$ cat src/rtl/autocomplete_pkg.sv
// ============================================================================
// autocomplete_pkg : keyword ROM, status/state encodings and ROM helpers
// Rev 1.0
// ============================================================================
`default_nettype none

package autocomplete_pkg;

  localparam int KW_TABLE_SIZE = 8;
  localparam int KW_MAX_LEN    = 8;

  localparam logic [7:0] ESC    = 8'd27;
  localparam logic [7:0] CSI_BR = 8'd91;

  typedef enum logic [1:0] {
    ST_NONE   = 2'd0,
    ST_UNIQUE = 2'd1,
    ST_AMBIG  = 2'd2,
    ST_CSI    = 2'd3
  } status_e;

  typedef enum logic [2:0] {
    S_IDLE    = 3'd0,
    S_SCAN    = 3'd1,
    S_RESOLVE = 3'd2,
    S_EMIT    = 3'd3,
    S_DONE    = 3'd4
  } state_e;

  // Keywords are left-aligned: the first character sits in the top byte.
  localparam logic [KW_TABLE_SIZE-1:0][8*KW_MAX_LEN-1:0] KW = {
    64'h0, 64'h0, 64'h0, 64'h0,
    {"lsblk", 24'h0},
    {"ls", 48'h0},
    "uname -a",
    {"clear", 24'h0}
  };

  localparam logic [KW_TABLE_SIZE-1:0][3:0] KW_LEN = {
    4'd0, 4'd0, 4'd0, 4'd0, 4'd5, 4'd2, 4'd8, 4'd5
  };

  function automatic logic [7:0] kw_char(input logic [2:0] c, input int unsigned i);
    logic [8*KW_MAX_LEN-1:0] s;
    s = KW[c] << (8 * i);
    return s[8*KW_MAX_LEN-1 -: 8];
  endfunction

  function automatic int unsigned kw_len(input logic [2:0] c);
    return 32'(KW_LEN[c]);
  endfunction

endpackage

`default_nettype wire

$ cat src/rtl/autocomplete_engine_if.sv
// ============================================================================
// autocomplete_engine_if : line-buffer read port, control and output stream
// Rev 1.0
// ============================================================================
`default_nettype none

interface autocomplete_engine_if #(
  parameter int ADDR_W  = 5,
  parameter int DATA_W  = 8,
  parameter int MATCH_W = 2
);
  logic               start;
  logic [ADDR_W-1:0]  len;
  logic [ADDR_W-1:0]  addr;
  logic [DATA_W-1:0]  in_data;
  logic [DATA_W-1:0]  out_data;
  logic               out_valid;
  logic               out_ready;
  logic               busy;
  logic               done;
  logic [1:0]         status;
  logic [MATCH_W-1:0] match_idx;

  modport master (
    output start, len, in_data, out_ready,
    input  addr, out_data, out_valid, busy, done, status, match_idx
  );

  modport slave (
    input  start, len, in_data, out_ready,
    output addr, out_data, out_valid, busy, done, status, match_idx
  );
endinterface

`default_nettype wire

$ cat src/rtl/autocomplete_engine_kw_match_lane.sv
// ============================================================================
// kw_match_lane : next candidate-mask bit for one keyword-table entry
// Rev 1.0
// ============================================================================
`default_nettype none

module kw_match_lane
  import autocomplete_pkg::*;
#(
  parameter int IDX    = 0,
  parameter int ADDR_W = 5,
  parameter int DATA_W = 8
) (
  input  logic [ADDR_W-1:0] addr_i,
  input  logic [DATA_W-1:0] in_i,
  input  logic              mask_i,
  output logic              mask_o
);

  logic in_range;
  logic char_eq;

  assign in_range = 32'(addr_i) < kw_len(3'(IDX));
  assign char_eq  = in_i == DATA_W'(kw_char(3'(IDX), 32'(addr_i)));
  assign mask_o   = mask_i & in_range & char_eq;

endmodule

`default_nettype wire

$ cat src/rtl/autocomplete_engine.sv
// ============================================================================
// autocomplete_engine : prefix scan, candidate resolve and completion stream
// Optional macro AUTOCOMP_LCP_EN emits the common prefix on ambiguity. Rev 1.0
// ============================================================================
`default_nettype none

module autocomplete_engine
  import autocomplete_pkg::*;
#(
  parameter int NUM_CMDS = 4,
  parameter int MAX_LEN  = 8,
  parameter int ADDR_W   = 5,
  parameter int DATA_W   = 8
) (
  input logic clk,
  input logic rst_n,
  autocomplete_engine_if.slave ac_if
);

  localparam int MATCH_W = (NUM_CMDS > 1) ? $clog2(NUM_CMDS) : 1;

  state_e              state_q, state_d;
  status_e             status_q, status_d;
  logic [ADDR_W-1:0]   addr_q, addr_d, len_q, len_d;
  logic [ADDR_W-1:0]   ptr_q, ptr_d, end_q, end_d;
  logic [NUM_CMDS-1:0] mask_q, mask_d, mask_scan;
  logic [MATCH_W-1:0]  idx_q, idx_d, first_idx;
  logic [DATA_W-1:0]   odata_q, odata_d;
  logic                ovalid_q, ovalid_d, busy_q, busy_d;
  logic [ADDR_W-1:0]   len_in;
  int unsigned         pop;

  function automatic logic [DATA_W-1:0] char_at(input logic [MATCH_W-1:0] idx,
                                                input logic [ADDR_W-1:0] pos);
    return DATA_W'(kw_char(3'(idx), 32'(pos)));
  endfunction

  assign len_in = (32'(ac_if.len) > 32'(MAX_LEN)) ? ADDR_W'(MAX_LEN) : ac_if.len;

  for (genvar g = 0; g < NUM_CMDS; g++) begin : g_lane
    kw_match_lane #(
      .IDX    (g),
      .ADDR_W (ADDR_W),
      .DATA_W (DATA_W)
    ) u_lane (
      .addr_i (addr_q),
      .in_i   (ac_if.in_data),
      .mask_i (mask_q[g]),
      .mask_o (mask_scan[g])
    );
  end

  // Descending walk leaves first_idx on the lowest surviving entry.
  always_comb begin
    pop       = 0;
    first_idx = '0;
    for (int c = NUM_CMDS - 1; c >= 0; c--) begin
      if (mask_q[c]) begin
        pop       = pop + 1;
        first_idx = MATCH_W'(c);
      end
    end
  end

`ifdef AUTOCOMP_LCP_EN
  int unsigned lcp;

  always_comb begin
    lcp = kw_len(3'(first_idx));
    for (int c = 0; c < NUM_CMDS; c++) begin
      for (int unsigned i = 0; i < KW_MAX_LEN; i++) begin
        if (mask_q[c] && (i < lcp) &&
            ((i >= kw_len(3'(c))) || (kw_char(3'(c), i) != kw_char(3'(first_idx), i)))) begin
          lcp = i;
        end
      end
    end
  end
`endif

  always_comb begin
    state_d  = state_q;
    status_d = status_q;
    addr_d   = addr_q;
    len_d    = len_q;
    ptr_d    = ptr_q;
    end_d    = end_q;
    mask_d   = mask_q;
    idx_d    = idx_q;
    odata_d  = odata_q;
    ovalid_d = ovalid_q;
    busy_d   = busy_q;
    case (state_q)
      S_IDLE: begin
        if (ac_if.start) begin
          addr_d   = '0;
          mask_d   = '1;
          len_d    = len_in;
          busy_d   = 1'b1;
          status_d = ST_NONE;
          state_d  = (len_in == '0) ? S_RESOLVE : S_SCAN;
        end
      end
      S_SCAN: begin
        if ((addr_q == '0) && (ac_if.in_data == DATA_W'(ESC))) begin
          status_d = ST_CSI;
          ptr_d    = '0;
          end_d    = ADDR_W'(1);
          odata_d  = DATA_W'(CSI_BR);
          ovalid_d = 1'b1;
          state_d  = S_EMIT;
        end else begin
          mask_d = mask_scan;
          addr_d = addr_q + 1'b1;
          if (addr_q == len_q - 1'b1) state_d = S_RESOLVE;
        end
      end
      S_RESOLVE: begin
        if (pop == 0) begin
          status_d = ST_NONE;
          state_d  = S_DONE;
        end else if (pop == 1) begin
          status_d = ST_UNIQUE;
          idx_d    = first_idx;
          ptr_d    = len_q;
          end_d    = ADDR_W'(kw_len(3'(first_idx)));
          if (32'(len_q) >= kw_len(3'(first_idx))) begin
            state_d = S_DONE;
          end else begin
            odata_d  = char_at(first_idx, len_q);
            ovalid_d = 1'b1;
            state_d  = S_EMIT;
          end
        end else begin
          status_d = ST_AMBIG;
          state_d  = S_DONE;
`ifdef AUTOCOMP_LCP_EN
          if (lcp > 32'(len_q)) begin
            idx_d    = first_idx;
            ptr_d    = len_q;
            end_d    = ADDR_W'(lcp);
            odata_d  = char_at(first_idx, len_q);
            ovalid_d = 1'b1;
            state_d  = S_EMIT;
          end
`endif
        end
      end
      S_EMIT: begin
        if (ovalid_q && ac_if.out_ready) begin
          if ((ptr_q + 1'b1) == end_q) begin
            ovalid_d = 1'b0;
            state_d  = S_DONE;
          end else begin
            ptr_d   = ptr_q + 1'b1;
            odata_d = char_at(idx_q, ptr_q + 1'b1);
          end
        end
      end
      S_DONE: begin
        busy_d  = 1'b0;
        state_d = S_IDLE;
      end
      default: state_d = S_IDLE;
    endcase
  end

  always_ff @(posedge clk or negedge rst_n) begin
    if (!rst_n) begin
      state_q  <= S_IDLE;
      status_q <= ST_NONE;
      addr_q   <= '0;
      len_q    <= '0;
      ptr_q    <= '0;
      end_q    <= '0;
      mask_q   <= '1;
      idx_q    <= '0;
      odata_q  <= '0;
      ovalid_q <= 1'b0;
      busy_q   <= 1'b0;
    end else begin
      state_q  <= state_d;
      status_q <= status_d;
      addr_q   <= addr_d;
      len_q    <= len_d;
      ptr_q    <= ptr_d;
      end_q    <= end_d;
      mask_q   <= mask_d;
      idx_q    <= idx_d;
      odata_q  <= odata_d;
      ovalid_q <= ovalid_d;
      busy_q   <= busy_d;
    end
  end

  assign ac_if.addr      = addr_q;
  assign ac_if.out_data  = odata_q;
  assign ac_if.out_valid = ovalid_q;
  assign ac_if.busy      = busy_q;
  assign ac_if.done      = (state_q == S_DONE);
  assign ac_if.status    = status_q;
  assign ac_if.match_idx = idx_q;

endmodule

`default_nettype wire

$ cat src/flat_wrapper.sv
// flat-port wrapper written by rule: the top's interface ports become plain ports
module autocomplete_engine_flat import autocomplete_pkg::*;
#(
  parameter int NUM_CMDS = 4,
  parameter int MAX_LEN  = 8,
  parameter int ADDR_W   = 5,
  parameter int DATA_W   = 8
)
  (clk, rst_n, ac_if_start, ac_if_len, ac_if_in_data, ac_if_out_ready, ac_if_addr, ac_if_out_data, ac_if_out_valid, ac_if_busy, ac_if_done, ac_if_status, ac_if_match_idx);
  autocomplete_engine_if #(.ADDR_W(ADDR_W), .DATA_W(DATA_W), .MATCH_W(2)) ac_if_i ();
  input logic clk;
  input logic rst_n;
  input wire logic [$bits(ac_if_i.start)-1:0] ac_if_start;
  input wire logic [$bits(ac_if_i.len)-1:0] ac_if_len;
  input wire logic [$bits(ac_if_i.in_data)-1:0] ac_if_in_data;
  input wire logic [$bits(ac_if_i.out_ready)-1:0] ac_if_out_ready;
  output wire logic [$bits(ac_if_i.addr)-1:0] ac_if_addr;
  output wire logic [$bits(ac_if_i.out_data)-1:0] ac_if_out_data;
  output wire logic [$bits(ac_if_i.out_valid)-1:0] ac_if_out_valid;
  output wire logic [$bits(ac_if_i.busy)-1:0] ac_if_busy;
  output wire logic [$bits(ac_if_i.done)-1:0] ac_if_done;
  output wire logic [$bits(ac_if_i.status)-1:0] ac_if_status;
  output wire logic [$bits(ac_if_i.match_idx)-1:0] ac_if_match_idx;
  assign ac_if_i.start = ac_if_start;
  assign ac_if_i.len = ac_if_len;
  assign ac_if_i.in_data = ac_if_in_data;
  assign ac_if_i.out_ready = ac_if_out_ready;
  assign ac_if_addr = ac_if_i.addr;
  assign ac_if_out_data = ac_if_i.out_data;
  assign ac_if_out_valid = ac_if_i.out_valid;
  assign ac_if_busy = ac_if_i.busy;
  assign ac_if_done = ac_if_i.done;
  assign ac_if_status = ac_if_i.status;
  assign ac_if_match_idx = ac_if_i.match_idx;
  autocomplete_engine #(.NUM_CMDS(NUM_CMDS), .MAX_LEN(MAX_LEN), .ADDR_W(ADDR_W), .DATA_W(DATA_W)) u_core (.clk(clk), .rst_n(rst_n), .ac_if(ac_if_i));
endmodule
$ cat config.mk
export PLATFORM = sky130hd
export DESIGN_NAME = autocomplete_engine_flat
export DESIGN_NICKNAME = d
export VERILOG_FILES = /design/src/rtl/autocomplete_pkg.sv /design/src/rtl/autocomplete_engine_if.sv /design/src/rtl/autocomplete_engine_kw_match_lane.sv /design/src/rtl/autocomplete_engine.sv /design/src/flat_wrapper.sv
export SDC_FILE = /design/constraint.sdc
export NUM_CORES = 1
export LEC_CHECK = 0
export CAP_MARGIN = 20
export CORE_MARGIN = 4
export CORE_UTILIZATION = 59
export DETAILED_ROUTE_END_ITERATION = 7
export GPL_TIMING_DRIVEN = 0
export PLACE_DENSITY_LB_ADDON = 0.05
export SYNTH_ARGS = -nofsm -noshare
export SYNTH_HDL_FRONTEND = slang
export SYNTH_HIERARCHICAL = 1
export SYNTH_SLANG_ARGS = --single-unit
$ cat constraint.sdc
create_clock -name clk -period 4.03 [get_ports clk]
set_input_delay 0.403 -clock clk [delete_from_list [all_inputs] [get_ports clk]]
set_output_delay 0.403 -clock clk [all_outputs]
set_load 0.01 [all_outputs]
Word-level counts from Yosys, hierarchy flattened
Index checks and enable logic that the tools add are counted.
{"block": "classes", "addsub": 6, "order_cmp": 7, "n_eq_ne": 22, "n_shift": 6, "n_mux": 62, "n_bitwise": 9, "reduce_logical": 21}
{"cell": "64-bit binary-select mux with 2-bit select", "count": 2}
{"cell": "63-bit by 8-bit << shifter with 64-bit output (first input constant)", "count": 4}
{"cell": "64-bit two-way mux", "count": 2}
{"cell": "64-bit by 8-bit << shifter with 64-bit output", "count": 2}
{"cell": "32-bit two-way mux", "count": 3}
{"cell": "32-bit by 1-bit adder with 32-bit output (second input constant)", "count": 2}
{"cell": "5-bit two-way mux", "count": 11}
{"cell": "8-bit two-way mux", "count": 6}
{"cell": "32-bit by 1-bit == test with 1-bit output (second input constant)", "count": 1}
{"cell": "8-bit == test", "count": 4}
{"cell": "32-bit zero test", "count": 1}
{"cell": "3-bit two-way mux", "count": 8}
{"cell": "8-bit one-hot mux with 3 select lines", "count": 1}
{"cell": "5-bit one-hot mux with 2 select lines", "count": 2}
{"cell": "2-bit two-way mux", "count": 9}
{"cell": "5-bit one-hot mux with 3 select lines", "count": 1}
{"cell": "7-bit AND reduction", "count": 2}
{"cell": "4-bit two-way mux", "count": 3}
{"cell": "3-bit one-hot mux with 4 select lines", "count": 1}
{"cell": "5-bit by 1-bit adder with 5-bit output (second input constant)", "count": 2}
{"cell": "5-bit == test", "count": 2}
{"cell": "5-bit zero test", "count": 2}
{"cell": "2-bit != test (second input constant)", "count": 5}
{"cell": "3-bit AND reduction", "count": 3}
{"cell": "29 further kinds", "count": 54}
{"block": "word_totals", "reg_bits": 41, "input_bits": 17, "output_inout_bits": 20}

Logic depth before layout (Yosys ltp)
Gate-level depths: netlist (run 1).
{"block": "logic_depth", "word_depth": 11, "mapped_depth": 13, "mapped_depth_nobuf": 13}

Hierarchy
The synthesis (run 1) kept the hierarchy.
{"module": "autocomplete_engine", "instances": 1, "cells_per_inst": 353, "area_each_um2": 3076.7, "seq_area_each_um2": 980.9}
{"module": "kw_match_lane (u_core.g_lane[1].u_lane)", "instances": 1, "cells_per_inst": 33, "area_each_um2": 262.8, "seq_area_each_um2": 0.0}
{"module": "kw_match_lane (u_core.g_lane[3].u_lane)", "instances": 1, "cells_per_inst": 34, "area_each_um2": 231.5, "seq_area_each_um2": 0.0}
{"module": "kw_match_lane (u_core.g_lane[0].u_lane)", "instances": 1, "cells_per_inst": 26, "area_each_um2": 178.9, "seq_area_each_um2": 0.0}
{"module": "kw_match_lane (u_core.g_lane[2].u_lane)", "instances": 1, "cells_per_inst": 8, "area_each_um2": 70.1, "seq_area_each_um2": 0.0}

Worst setup path before layout (run 1)
No wires, ideal clock.
{"block": "synth_timing", "path_kind": "register to register", "startpoint": "register u_core.mask_q[2]", "endpoint": "register u_core.odata_q[0], in the netlist u_core/ac_if.out_data[0]", "setup_ps": 125, "arrival_ps": 3374, "required_ps": 3905, "path_slack_ps": 531, "path_stages_with_launch": 13, "path_buffers": 0, "period_less_slack_ps": 3499, "cell_sequence": "dfstp_2 -> inv_1 -> ha_1 -> nor3_1 -> ha_1 -> inv_1 -> ha_1 -> nand2b_1 -> a211oi_1 -> o21ai_0 -> or3_1 -> a31oi_4 -> mux2_2"}
{"block": "synth_between", "elab_chain_cells": 10, "word_cells_on_any_way": 24}
{"item": "start: declaration", "line": "autocomplete_engine.sv:26", "source": "logic [NUM_CMDS-1:0] mask_q, mask_d, mask_scan;"}
{"item": "start signal: assignment", "line": "autocomplete_engine.sv:188", "source": "mask_q <= mask_d;"}
{"item": "2-bit two-way mux * (3 in series)", "line": "autocomplete_engine.sv:58", "source": "if (mask_q[c]) begin"}
{"item": "via u_core.first_idx[1]", "line": "autocomplete_engine.sv:27", "source": "logic [MATCH_W-1:0] idx_q, idx_d, first_idx;"}
{"item": "64-bit binary-select mux with 2-bit select", "line": "autocomplete_pkg.sv:45", "source": "s = KW[c] << (8 * i);"}
{"item": "64-bit two-way mux (not written as such)", "line": "autocomplete_pkg.sv:45"}
{"item": "64-bit by 8-bit << shifter with 64-bit output", "line": "autocomplete_pkg.sv:45"}
{"item": "8-bit two-way mux", "line": "autocomplete_engine.sv:127", "source": "if (32'(len_q) >= kw_len(3'(first_idx))) begin"}
{"item": "8-bit two-way mux", "line": "autocomplete_engine.sv:122", "source": "end else if (pop == 1) begin"}
{"item": "8-bit two-way mux", "line": "autocomplete_engine.sv:119", "source": "if (pop == 0) begin"}
{"item": "8-bit one-hot mux with 3 select lines", "line": "autocomplete_engine.sv:93", "source": "case (state_q)"}
{"item": "end signal: assignment", "line": "autocomplete_engine.sv:190", "source": "odata_q <= odata_d;"}
{"item": "end: declaration", "line": "autocomplete_engine.sv:28", "source": "logic [DATA_W-1:0] odata_q, odata_d;"}
Mark *: on every way through the listed nets, which the timed path passes. The rest lies on a longest branch. The select of a mux whose other input is x is not followed.
A chain may end at the register's enable or synchronous reset.

Final worst setup path (run 1)
{"block": "layout_timing", "startpoint": "register u_core.mask_q[2]", "endpoint": "register u_core.odata_q[4], in the netlist u_core/ac_if.out_data[4]"}
Same word-level chain as after synthesis.

==> impl_results.md, run 1 <==
* Psw at around 0.0018 W
* Flop pwr share at 0.212
* Worst-path clk slew at 0.08 ns
* Reg2reg end: u_core/ac_if.out_data[4]
* GR Util All Layers at 0.2589
* Maxcap violations at 0
* Synth Register Bits at 39
* Skew-Pair Late Insertion Delay at just under 0.3 ns
* Cell count after synthesis at approximately 450
* Initial antenna violation count at 0
* Die area at ~0.0078 mm²
* Fillers at between 500 and 600
* Synth Cell Area at approximately 0.0038 mm²
* Chip width at roughly 88 µm
* Area Growth Syn to Fin at 15.33%
* Worst slew pin tran at approximately 0.88 ns
* Final Critical Period at approximately 3.8 ns
* Async set or reset register ratio after synthesis at 1.000
* Setup TNS at 0 ns
* Post-DR wirelength/cell at approximately 18 µm
* Portion of netlist area occupied by mux cells at 0.05372
* Final number of hold-violating endpoints at 0
* Critical Path Sink Type: flop
* Ant diodes at 0
* Fmax at ~260 MHz
* Setup Fix Bufs, Post-CTS at 0
* Crit path capture: u_core/ac_if.out_data[4]
* Row Count at 29
* I/O Pins at 37
* Synth unique cells at 79
* Combinational Power Share at 0.685
* Final #Nets at 533
* FF-to-FF path depth at 12
* Synthesized area per cell at 8.414 µm²
* Pleak at between 1.5 and 2 nW
* Starting Density at 0.6050
* P per Cell Area at approximately 860 mW/mm²
* Crit path max fanout at 7
* Num Clock Sinks at 39
* Largest family of logic cells by synthesized area: simple AND/OR/NAND/NOR gates
* Root Buffer: clkbuf_8
* Synth Area in Adders at 0.06551
* CORE AREA at 0.006314 mm²
* YS warnings at 6
* Drc violations at 0
* Worst Setup Path Type: reg -> reg
* XOR/XNOR share of the synthesized area at 0.06125
* HP Class: in -> async
* Dpl hpwl at approximately 7300 µm
* DRT antenna net count at 0
* H-tree depth at 2
* Number of global-route vias before repair at ~3,300
* Crit path from: u_core/mask_q[2]
* Tcrit/Tclk final at 0.9449
* Post-synth EDFFs at 0
* First-pass GRT wire length at 16,110 µm
* Final WL at 10,100 µm
* Sw Share at 0.4770
* Multi-input gate area at approximately 0.0026 mm²
* Gpl congestion at roughly 0.91
* Commonest non-fill, non-tap cells in the layout: 44 x nor2_1, 38 x nand2_1, 35 x dfrtp_1
* TritonCTS clock tree: built
* Largest net degree at the start of global routing at 40
* Syn_nets at slightly below 500
* PortBufs at 35
* Power, Total at roughly 0.0038 W
* Fraction of the mapped netlist area in simple logic gates at 0.2791
* # setup viols final at 0
* Most common cell after layout, fill and taps aside: nor2_1
* Required time worst endpoint at roughly 4.2 ns
* Post-synthesis sequential area ratio at 0.2568
* Max-slew violations at 0
* Maximum VDD drop at roughly 0.00048 V
* Crit path launch type: flop
* FF-to-FF Start: u_core/mask_q[2]
* RSZ-0062 raised after global routing: false
* Status: complete, no violations
* Ratio of cells with drive above 1 in the final layout at 0.1308
* Grt total ovfl at 0
* Clock Path Buffers at 2
* Iteration-0 DRC Markers at between 300 and 400
* Vias per cell at approximately 6.3
* R2R setup slack at roughly 0.22 ns
* Main synth FF type: dfrtp_1
* Pre-Repair DR Iteration Count at 5
* Worst slew margin at 0.4150
* Die H at 88.47 µm
* CTS Buf Count at 5
* Compound-gate portion of the synthesized area at 0.2077
* Clock skew at ~0.0074 ns
* Via count at roughly 3,600
* Clk pwr share at 0.104
* Reg area at about 980 µm²
* Internal power at about 0.002 W
* WP data arrival at 3.98 ns
[how the worst min path moves through the flow]
stage / start / end / slack [ns] / depth (start not counted)
after global placement: u_core/ac_if.status[0] / u_core/ac_if.status[0] / 0.46 / 2
final: rst_n / u_core/ac_if.busy / 0.22 / 1
after global routing: rst_n / u_core/ac_if.status[1] / 0.28 / 1
after floorplan: rst_n / u_core/ac_if.addr[0] / 0.11 / 0
after detailed placement: u_core/ac_if.status[0] / u_core/ac_if.status[0] / 0.49 / 2
after CTS: rst_n / u_core/ac_if.busy / 0.25 / 1
[Yosys cell counts, drive strengths merged, types with 12 or more instances]
master / number / area, µm²
nor2: 44 / 165.2
nand2: 38 / 142.6
dfrtp: 35 / 875.8
o21ai: 30 / 150.1
inv: 26 / 97.59
ha: 20 / 250.2
a21oi: 19 / 95.09
nand3: 18 / 90.09
nor3: 16 / 80.08
clkbuf: 14 / 92.59
xnor2: 13 / 113.9
mux2: 12 / 135.1
[cell families (layout without fill, tap and decap cells)]
group / after synthesis / after routing
AO/OA/AOI/OAI: 114 / 114
other: 1 / 1
XOR/XNOR: 25 / 25
adder cells (fa/ha/maj): 20 / 20
flip-flops: 39 / 39
buffers and inverters: 51 / 94
AND/OR/NAND/NOR: 185 / 185
multiplexers: 19 / 19
[per-layer routing]
| layer | GRT usage | up-vias | part of all wire |
|---|---|---|---|
| met5 | 0 | - | 0 |
| met4 | 0.04670 | 0 | 0.0077 |
| met3 | 0.04469 | 10 | 0.074 |
| met2 | 0.4011 | 151 | 0.45 |
| met1 | 0.3826 | 1731 | 0.47 |
| li1 | - | 1736 | - |
[flip-flops by register name, indices dropped and copies added, names as in the netlist]
name,cells
u_core/ac_if.addr,5
u_core/ac_if.busy,1
u_core/ac_if.match_idx,2
u_core/ac_if.out_data,7
u_core/ac_if.out_valid,1
u_core/ac_if.status,2
u_core/end_q,4
u_core/len_q,5
u_core/mask_q,4
u_core/ptr_q,5
u_core/state_q,3
[power groups by stage]
stage               registers [W]  clock network [W]  logic, W
global route             0.000832           0.000412   0.00285
floorplan                0.000778                  0   0.00188
global placement         0.000798                  0   0.00244
finish                   0.000802           0.000393   0.00259
detailed placement       0.000808                  0   0.00252
CTS                      0.000801           0.000395   0.00254
[cell type report]
type	count	share of cell area
clock buffer	6	0.01647
timing repair buffer	35	0.07839
tap	77	0.02187
inverter	26	0.02215
multi-input combinational	364	0.5819
sequential	39	0.2227
buffer	25	0.04289
clock inverter	2	0.01363
[critical path: stages (launching register included)]
cell and delay, ns:
dfstp_2 0.57, inv_1 0.07, ha_1 0.27, nor3_4 0.37, ha_1 0.36, inv_1 0.12, ha_1 0.24, nand2b_1 0.15
a211oi_1 0.23, o21ai_0 0.14, or3_1 0.40, a31oi_4 0.37, mux2_2 0.39
[per-stage QoR]
stage	hold slack (ns)	util	std cells	setup WS, ns	instance area (µm²)
5_1_grt	0.2779	0.6978	574	0.09237	4405
4_1_cts	0.2535	0.6968	574	0.1772	4399
3_5_place_dp	0.4875	0.6750	566	0.0007145	4262
6_report	0.2220	0.6978	574	0.2221	4405
3_3_place_gp	0.4642	0.6758	566	0.04619	4267
2_1_floorplan	0.1074	-	454	0.5313	3820
[timing repair]
| action | in CTS | in global routing |
|---|---|---|
| endpoints found under the setup margin | 7 | 7 |
| cloned | 0 | 0 |
| resized for setup | 1 | 1 |
| hold buffers | 0 | 0 |
Note: power is estimated with default switching activity, not from simulation.
==> run 2, diff against run 1 <==
- CTS_CLUSTER_DIAMETER: default -> 100
==> results of run 2 <==
No change in the layout: final DEF, timing and power equal those of run 1.
==> run 3, diff against run 2 <==
- SKIP_LAST_GASP: default -> 1
==> results of run 3 <==
No change in the layout: final DEF, timing and power equal those of run 1.
